File: config.mk
export PLATFORM = sky130hd
export DESIGN_NAME = cordic_add_subt_seg
export DESIGN_NICKNAME = d
export VERILOG_FILES = /design/src/rtl/cordic_add_subt_pkg.sv /design/src/rtl/cordic_add_subt_seg_adder.sv /design/src/rtl/cordic_add_subt_seg.sv
export SDC_FILE = /design/constraint.sdc
export NUM_CORES = 1
export LEC_CHECK = 0
export BUFFER_PORTS_ARGS = -buffer_cell sky130_fd_sc_hd__buf_2
export CAP_MARGIN = 20
export CORE_UTILIZATION = 50
export CTS_CLUSTER_SIZE = 10
export DETAILED_ROUTE_END_ITERATION = 7
export HOLD_SLACK_MARGIN = 0.08
export PLACE_DENSITY = 0.79
export SLEW_MARGIN = 20
export SYNTH_ARGS = -nofsm -noshare
export SYNTH_HDL_FRONTEND = slang
export SYNTH_SLANG_ARGS = --single-unit
File: constraint.sdc
create_clock -name clk -period 9.2 [get_ports clk]
set_clock_uncertainty 0.1 [all_clocks]
set_input_delay 1.84 -clock clk [delete_from_list [all_inputs] [get_ports clk]]
set_output_delay 1.84 -clock clk [all_outputs]
set_load 0.01 [all_outputs]
File: src/rtl/cordic_add_subt_pkg.sv
// Shared types and sizing helpers for the segmented CORDIC adder/subtractor.
package cordic_add_subt_pkg;

    localparam int unsigned DefW   = 32;
    localparam int unsigned DefSeg = 8;

    typedef enum logic [1:0] {
        StIdle = 2'b00,
        StCalc = 2'b01,
        StDone = 2'b10
    } state_e;

    // Segment counter width; a single-segment build still needs one bit.
    function automatic int unsigned cnt_width(input int unsigned nseg);
        return (nseg > 1) ? $clog2(nseg) : 1;
    endfunction

endpackage

File: src/rtl/cordic_add_subt_seg_adder.sv
// Combinational SEG-bit ripple adder with carry in/out.
module seg_adder
    import cordic_add_subt_pkg::*;
#(
    parameter int unsigned SEG = DefSeg
) (
    input  logic [SEG-1:0] a,
    input  logic [SEG-1:0] b,
    input  logic           cin,
    output logic [SEG-1:0] sum,
    output logic           cout
);

    assign {cout, sum} = {1'b0, a} + {1'b0, b} + {{SEG{1'b0}}, cin};

endmodule

File: src/rtl/cordic_add_subt_seg.sv
// Two's-complement add/subtract computed one SEG-bit segment per clock, with a
// beg/ready/ack handshake towards the CORDIC control FSM.
module cordic_add_subt_seg
    import cordic_add_subt_pkg::*;
#(
    parameter int unsigned W   = DefW,
    parameter int unsigned SEG = DefSeg
) (
    input  logic         clk,
    input  logic         reset,
    input  logic         beg_add_subt,
    input  logic         ack_add_subt,
    input  logic         add_subt,
    input  logic [W-1:0] Data_X,
    input  logic [W-1:0] Data_Y,
    output logic         ready_add_subt,
    output logic [W-1:0] add_subt_result,
    output logic         overflow_flag,
    output logic         busy
);

    localparam int unsigned NSEG = W / SEG;
    localparam int unsigned CW   = cnt_width(NSEG);

    state_e         state_q, state_d;
    logic [W-1:0]   op_a_q, op_a_d;
    logic [W-1:0]   op_b_q, op_b_d;
    logic [W-1:0]   result_q, result_d;
    logic           carry_q, carry_d;
    logic           ovf_q, ovf_d;
    logic           ready_q, ready_d;
    logic [CW-1:0]  cnt_q, cnt_d;

    logic [31:0]    seg_base;
    logic [W-1:0]   a_shift, b_shift, seg_mask, seg_ins;
    logic [SEG-1:0] seg_a, seg_b, seg_sum;
    logic           seg_cout;
    logic           last_seg;

    // One adder shared by all segments; operands are shifted down to it.
    assign seg_base = 32'(cnt_q) * 32'(SEG);
    assign a_shift  = op_a_q >> seg_base;
    assign b_shift  = op_b_q >> seg_base;
    assign seg_a    = a_shift[SEG-1:0];
    assign seg_b    = b_shift[SEG-1:0];
    assign seg_mask = W'({SEG{1'b1}}) << seg_base;
    assign seg_ins  = W'(seg_sum) << seg_base;
    assign last_seg = (cnt_q == CW'(NSEG - 1));

    seg_adder #(
        .SEG (SEG)
    ) u_seg_adder (
        .a    (seg_a),
        .b    (seg_b),
        .cin  (carry_q),
        .sum  (seg_sum),
        .cout (seg_cout)
    );

    always_comb begin
        state_d  = state_q;
        op_a_d   = op_a_q;
        op_b_d   = op_b_q;
        result_d = result_q;
        carry_d  = carry_q;
        ovf_d    = ovf_q;
        ready_d  = ready_q;
        cnt_d    = cnt_q;
        unique case (state_q)
            StIdle: begin
                if (beg_add_subt) begin
                    // Subtraction as A + ~B + 1, the +1 entering as the first carry.
                    op_a_d  = Data_X;
                    op_b_d  = add_subt ? ~Data_Y : Data_Y;
                    carry_d = add_subt;
                    cnt_d   = '0;
                    state_d = StCalc;
                end
            end
            StCalc: begin
                result_d = (result_q & ~seg_mask) | seg_ins;
                carry_d  = seg_cout;
                cnt_d    = last_seg ? '0 : cnt_q + CW'(1);
                if (last_seg) begin
                    state_d = StDone;
                    ready_d = 1'b1;
                    ovf_d   = (op_a_q[W-1] == op_b_q[W-1]) && (seg_sum[SEG-1] != op_a_q[W-1]);
                end
            end
            StDone: begin
                if (ack_add_subt) begin
                    state_d = StIdle;
                    ready_d = 1'b0;
                end
            end
            default: begin
                state_d = StIdle;
                ready_d = 1'b0;
            end
        endcase
    end

    always_ff @(posedge clk) begin
        if (!reset) begin
            state_q  <= StIdle;
            op_a_q   <= '0;
            op_b_q   <= '0;
            result_q <= '0;
            carry_q  <= 1'b0;
            ovf_q    <= 1'b0;
            ready_q  <= 1'b0;
            cnt_q    <= '0;
        end else begin
            state_q  <= state_d;
            op_a_q   <= op_a_d;
            op_b_q   <= op_b_d;
            result_q <= result_d;
            carry_q  <= carry_d;
            ovf_q    <= ovf_d;
            ready_q  <= ready_d;
            cnt_q    <= cnt_d;
        end
    end

    assign ready_add_subt  = ready_q;
    assign add_subt_result = result_q;
    assign overflow_flag   = ovf_q;
    assign busy            = (state_q == StCalc) || (state_q == StDone);

endmodule

==> impl_metrics.toml, run 1 <==
[setup_path]
r2r_setup_slack_ps = 5740
timing.rr.end = "add_subt_result[14]$_SDFFE_PN0P_"
reg2reg_depth = 9
cp.required_ps = 9360
crit_arrival_ps = 3630
setup.worst_path.class = "reg -> reg"
startpoint_type = "register"
cp-end-kind = "register"
cp_max_fo = 24
r2r_start = "cnt_q[1]$_SDFFE_PN0P_"

[cts]
htreeDepth = 3
ctsResizeCount = 0
cts_hold_buf = 0
root_buffer = "clkbuf_8"
numCtsBuffers = 9
clock_path_buffers = 2
path_clk_slew_ps = 90
cts_sinks = 103
cts_tree = "done"
cts_setup_buffers = 0
clock_latency_ps = 370

[die]
row_count = 35
die-width_um = 102
design.core.area_mm2 = 0.00942
dieArea_mm2 = 0.0103
die_y_um = 102
pin_count = 104
initial_utilization = 0.527

[logic_synthesis]
syn-num-nets = 616
yosys.area.top_type_share = 0.416
synth_cell_types = 40
synth_cells = 531
synth_seq_cells = 103
ys_warn_count = 0
synth_top_area_cell = "dfxtp_1"
ys_seq_area_frac = 0.416
yosys-top-cells-area = "dfxtp_1 42%, nand2_1 9.6%, mux4_2 7.3%"
syn_avg_cell_area_um2 = 9.34
syn_area_mm2 = 0.00496

[drt]
drt_iter0_markers = 152
drt_wl_total_um = 10800
drc = 0
avgRoutedWirePerCell_um = 14.5
ant_nets = 0
dr.pass1.iters = 4
vias = 4002
routed_via_density = 5.37

[grt]
grt.total_usage = 0.223
grt_overflow = 0
grt_max_degree = 111
antenna_found_initial = 0
grt_pass1_vias = 3794
grt_first_pass_wirelength_um = 17900

[finish]
area_growth_pct = 14.7
diodes = 0
nets = 696
drive_above_1_share = 0.232

[timing]
setup_violations = 0
fmax_ghz = 0.289
final.min_clock_period_ps = 3460
rsz0062_at_grt = "no"
period_share = 0.376
tightest_slew_ps = 1060
final_max_slew_viol_count = 0
setup_tns_ps = 0
fin_worst_hold_slack_ps = 369
hold_viol = 0
layout_setup_ws_ps = 5740
slew-limit-headroom = 0.293

[place]
numPortBuffers = 103
hpwlAfterDp_um = 7750
routabilityCongestion = 0.823
dp_worst_setup_slack_ps = 5560

[status]
status = "finished clean"

[power]
vdd_drop_max_uv = 75.6
power.density_mw_per_mm2 = 181
leakage_uw = 0.00259

[hold_path]
holdCritStartpoint = "op_a_q[10]$_SDFFE_PN0P_"
worstHoldPathType = "reg -> reg"
hold_depth = 2
holdPathEnd = "op_a_q[10]$_SDFFE_PN0P_"

[job]
cap_violations = 0
-- layer usage --
metal,routed length (um),track usage,share of wire,up-vias
met3,595,0.0455,0.055,14
met5,0,0,0,-
li1,-,-,-,1991
met2,5100,0.365,0.47,129
met4,228,0.0936,0.021,0
met1,4860,0.288,0.45,1868
-- final cells by class --
type,instances,area (um2)
inverter,14,52.6
timing repair buffer,106,538
fill,832,3730
tap,129,161
multi-input combinational,377,2700
sequential,103,2060
clock buffer,11,141
clock inverter,5,33.8
-- power by group --
group | switching, uW | internal, uW
registers | 23.8 | 488
logic | 149 | 112
clock network | 152 | 105
total | 325 | 705
-- worst max-delay path by stage --
stage / end / slack [ps] / cells past startpoint / startpoint
4_1_cts: add_subt_result[22]$_SDFFE_PN0P_ / 5730 / 9 / cnt_q[1]$_SDFFE_PN0P_
2_1_floorplan: overflow_flag$_SDFFE_PN0P_ / 6200 / 10 / cnt_q[1]$_SDFFE_PN0P_
3_3_place_gp: add_subt_result[14]$_SDFFE_PN0P_ / 5600 / 6 / reset
5_1_grt: add_subt_result[14]$_SDFFE_PN0P_ / 5620 / 9 / cnt_q[1]$_SDFFE_PN0P_
3_5_place_dp: add_subt_result[22]$_SDFFE_PN0P_ / 5560 / 6 / reset
6_report: add_subt_result[14]$_SDFFE_PN0P_ / 5740 / 9 / cnt_q[1]$_SDFFE_PN0P_
-- stage by stage --
stage	util	power, uW	cells	area [um2]
detailed placement	0.585	782	729	5510
finish	0.604	1030	745	5690
global route	0.604	1090	745	5690
floorplan	-	708	531	4960
global placement	0.585	770	729	5510
CTS	0.604	1030	745	5690
-- cell families after synthesis --
family	after synthesis	share of synthesized area
fa+ha+maj	16	0.0434
buf+inv	51	0.0409
compound gates	123	0.193
xor+xnor	36	0.0636
flops	103	0.416
mux	17	0.0747
simple gates	185	0.169
-- synthesized netlist by cell type, drive strengths merged --
library cell,n
a211oi,1
a21bo,1
a21boi,33
a21o,1
a21oi,8
a221o,1
a22oi,9
a311oi,1
a31oi,1
a32o,8
a32oi,2
and2,19
and3,2
and4,2
buf,14
clkbuf,23
dfxtp,103
fa,2
ha,14
inv,14
mux2i,1
mux4,16
nand2,127
nand2b,2
nand3,6
nor2,6
nor2b,13
nor3,3
nor3b,1
nor4,1
nor4b,2
o211a,32
o211ai,2
o21ai,23
or3,1
xnor2,35
xor2,1
-- critical path, cell delays in order, from the launching register on --
cell and delay (ps):
dfxtp_1 1030, mux4_2 450, fa_1 460, inv_1 100, fa_1 210, nor2b_1 60
o21ai_0 260, a21bo_2 230, o211ai_1 200, a32o_1 270
-- sequential cells by signal, summed over array words and instances, names as in the netlist --
name,cells
add_subt_result,32
op_a_q,32
op_b_q,32
cnt_q,2
state_q,2
carry_q,1
overflow_flag,1
ready_add_subt,1
-- layout by cell type (no fill, tap or decap), types with 2 or more instances in the layout --
| cell | instances |
|---|---|
| inv_1 | 14 |
| nand2_1 | 126 |
| xnor2_1 | 35 |
| nor2b_1 | 13 |
| fa_1 | 2 |
| buf_2 | 103 |
| buf_4 | 3 |
| clkinv_2 | 2 |
| a32oi_1 | 2 |
| nor3_1 | 2 |
| o211a_1 | 32 |
| clkinvlp_4 | 2 |
| and2_1 | 18 |
| clkbuf_8 | 10 |
| ha_1 | 14 |
| a32o_1 | 8 |
| dfxtp_1 | 103 |
| and4_1 | 2 |
| nand2b_1 | 2 |
| o21ai_1 | 2 |
| a21oi_1 | 8 |
| o211ai_1 | 2 |
| nor4b_1 | 2 |
| a21boi_0 | 33 |
| nor2_1 | 6 |
| nand3_1 | 6 |
| mux4_2 | 16 |
| a22oi_1 | 9 |
| and3_1 | 2 |
| o21ai_0 | 21 |
Note: power is estimated with default switching activity, not from simulation.
==> run 2: changes to the inputs <==
--- a/config.mk
+++ b/config.mk
@@ -5,6 +5,7 @@
 export SDC_FILE = /design/constraint.sdc
 export NUM_CORES = 1
 export LEC_CHECK = 0
+export ABC_AREA = 1
 export BUFFER_PORTS_ARGS = -buffer_cell sky130_fd_sc_hd__buf_2
 export CAP_MARGIN = 20
 export CORE_UTILIZATION = 50
==> constraint.sdc (replaced) <==
create_clock -name clk -period 3.61 [get_ports clk]
set_clock_uncertainty 0.1 [all_clocks]
set_input_delay 0.722 -clock clk [delete_from_list [all_inputs] [get_ports clk]]
set_output_delay 0.722 -clock clk [all_outputs]
set_load 0.01 [all_outputs]
==> impl_metrics.toml, run 2 <==
[drt]
drt_wl_total_um = 11700
drc = 0
avgRoutedWirePerCell_um = 13.6
ant_nets = 0
dr.pass1.iters = 5
drt_iter0_markers = 250
vias = 4510
routed_via_density = 5.26

[setup_path]
cp_max_fo = 18
r2r_start = "cnt_q[0]$_SDFFE_PN0P_"
crit_slowest_cell = "fa_1"
cp_slowest_stage_delay_ps = 420
r2r_setup_slack_ps = 640
path_cells = "inv_1, buf_4, o21ai_0, o22ai_1, fa_1, inv_1, fa_1, o21ai_0, nand3_1, nand3_1, nand4_1, a21oi_1"
timing.rr.end = "add_subt_result[14]$_SDFFE_PN0P_"
reg2reg_depth = 12
crit_arrival_ps = 3140
startpoint_type = "register"
cp-end-kind = "register"
setup.worst_path.class = "reg -> reg"
cp.required_ps = 3780

[place]
routabilityCongestion = 0.872
numPortBuffers = 103
placed_area_mm2 = 0.00539
dp_worst_setup_slack_ps = 688
hpwlAfterDp_um = 8570

[cts]
path_clk_slew_ps = 90
clock_path_buffers = 2
numCtsBuffers = 9
cts_tree = "done"
root_buffer = "clkbuf_8"
clock_latency_ps = 360
htreeDepth = 3
cts_setup_buffers = 0
cts_sinks = 103
cts_hold_buf = 0
ctsResizeCount = 0

[logic_synthesis]
synth_top_area_cell = "dfxtp_1"
ys_async_sr_fraction = 0
syn_avg_cell_area_um2 = 7.50
yosys.area.top_type_share = 0.425
synth_cells = 647
yosys-top-cells-area = "dfxtp_1 42%, o21ai_0 9.7%, nor2_1 8.0%"
synth_edf_count = 0
synth_commonest_cells = "103 x dfxtp_1, 103 x nor2_1, 94 x o21ai_0, 82 x nand2_1, 73 x a21oi_1"
syn_area_mm2 = 0.00485
synthFlopType = "dfxtp_1"
syn-num-nets = 732
synth_seq_cells = 103
ys_warn_count = 0
synth_cell_types = 35
ys_seq_area_frac = 0.425

[finish]
area_growth_pct = 14.5
diodes = 0
drive_above_1_share = 0.188
fillers = 858
layout_common_cells = "103 x nor2_1, 103 x dfxtp_1, 103 x buf_2"
nets = 810
fin_area_mm2 = 0.00556
utilization = 0.596

[power]
power.density_mw_per_mm2 = 734
total_power_uw = 4080
vdd_drop_max_uv = 572
leakage_uw = 0.00240

[die]
dieArea_mm2 = 0.0101
die_y_um = 101
row_count = 35
die-width_um = 101
pin_count = 104
design.core.area_mm2 = 0.00933
initial_utilization = 0.520

[grt]
grt_use_met3 = 0.0284
grt_overflow = 0
grt_first_pass_wirelength_um = 18900
gr-usage-met1 = 0.319
grt_pass1_vias = 4128
grt.total_usage = 0.237
met2_usage = 0.386
antenna_found_initial = 0
grt_busiest_layer = "met2"
grt_max_degree = 97

[hold_path]
holdPathEnd = "add_subt_result[7]$_SDFFE_PN0P_"
hold_depth = 2
worstHoldPathType = "reg -> reg"
holdCritStartpoint = "add_subt_result[7]$_SDFFE_PN0P_"

[timing]
fmax_ghz = 0.336
tightest_slew_ps = 891
hold_viol = 0
rsz0062_at_grt = "no"
slew-limit-headroom = 0.402
final.min_clock_period_ps = 2970
setup_violations = 0
layout_setup_ws_ps = 636
final_max_slew_viol_count = 0
period_share = 0.824
setup_tns_ps = 0

[status]
status = "finished clean"

[job]
cap_violations = 0
run 2: cell count changes in the layout (fill, tap and decap cells not counted), sizes merged, moves of 14 or more:
cell | before | now
a21oi | 8 | 74
nand2 | 127 | 85
o21ai | 23 | 102
o211a | 32 | 1
mux4 | 16 | 0
inv | 14 | 29
nand3 | 6 | 22
o22ai | 0 | 14
and2 | 19 | 0
a21boi | 33 | 0
nor2 | 6 | 105
run 2: metrics by stage:
step	hold slack, ps	cells
final	368	858
after CTS	371	858
after detailed placement	356	843
after global placement	348	843
after global routing	389	858
after floorplan	350	647
run 2: how the worst max path moves through the flow:
stage / startpoint / endpoint / slack [ps] / depth (start not counted)
floorplan: cnt_q[0]$_SDFFE_PN0P_ / add_subt_result[6]$_SDFFE_PN0P_ / 1070 / 13
global placement: cnt_q[0]$_SDFFE_PN0P_ / add_subt_result[14]$_SDFFE_PN0P_ / 840 / 12
detailed placement: cnt_q[0]$_SDFFE_PN0P_ / add_subt_result[14]$_SDFFE_PN0P_ / 690 / 12
CTS: cnt_q[0]$_SDFFE_PN0P_ / add_subt_result[14]$_SDFFE_PN0P_ / 680 / 12
global route: cnt_q[0]$_SDFFE_PN0P_ / add_subt_result[6]$_SDFFE_PN0P_ / 400 / 12
finish: cnt_q[0]$_SDFFE_PN0P_ / add_subt_result[14]$_SDFFE_PN0P_ / 640 / 12
run 2: layout make-up:
class	instances	area, um2	area share
clock buffers	12	145	0.0261
clock inverters	3	20.0	0.00360
inverters	30	113	0.0203
multi-input cells	471	2470	0.445
flip-flops and latches	103	2060	0.371
well taps	129	161	0.0290
repair buffers	110	581	0.104
run 2: per-layer routing:
| metal | share of wire | routed length, um |
|---|---|---|
| met1 | 0.47 | 5500 |
| met2 | 0.45 | 5280 |
| met3 | 0.059 | 685 |
| met4 | 0.020 | 233 |
| met5 | 0 | 0 |
run 2: report_power, final:
part           internal, uW  switching, uW  total [uW]
logic                   663           1220        1880
registers              1400            157        1560
clock network           266            377         643
total                  2330           1750        4080
run 2: cells by family (layout without fill, tap and decap cells):
kind of cell | after synthesis | after routing | share of synthesized area
flip-flops | 103 | 103 | 0.425
XOR/XNOR | 35 | 35 | 0.0632
AND/OR/NAND/NOR | 226 | 226 | 0.193
buffers and inverters | 73 | 155 | 0.0652
AO/OA/AOI/OAI | 194 | 194 | 0.209
adder cells (fa/ha/maj) | 16 | 16 | 0.0443
run 2: worst max-delay path, delay by kind of cell (launching register included):
family,cells,cell delay [ps]
AO/OA/AOI/OAI,4,710
adder cells (fa/ha/maj),2,650
buffers and inverters,3,700
flip-flops,1,320
AND/OR/NAND/NOR,3,410
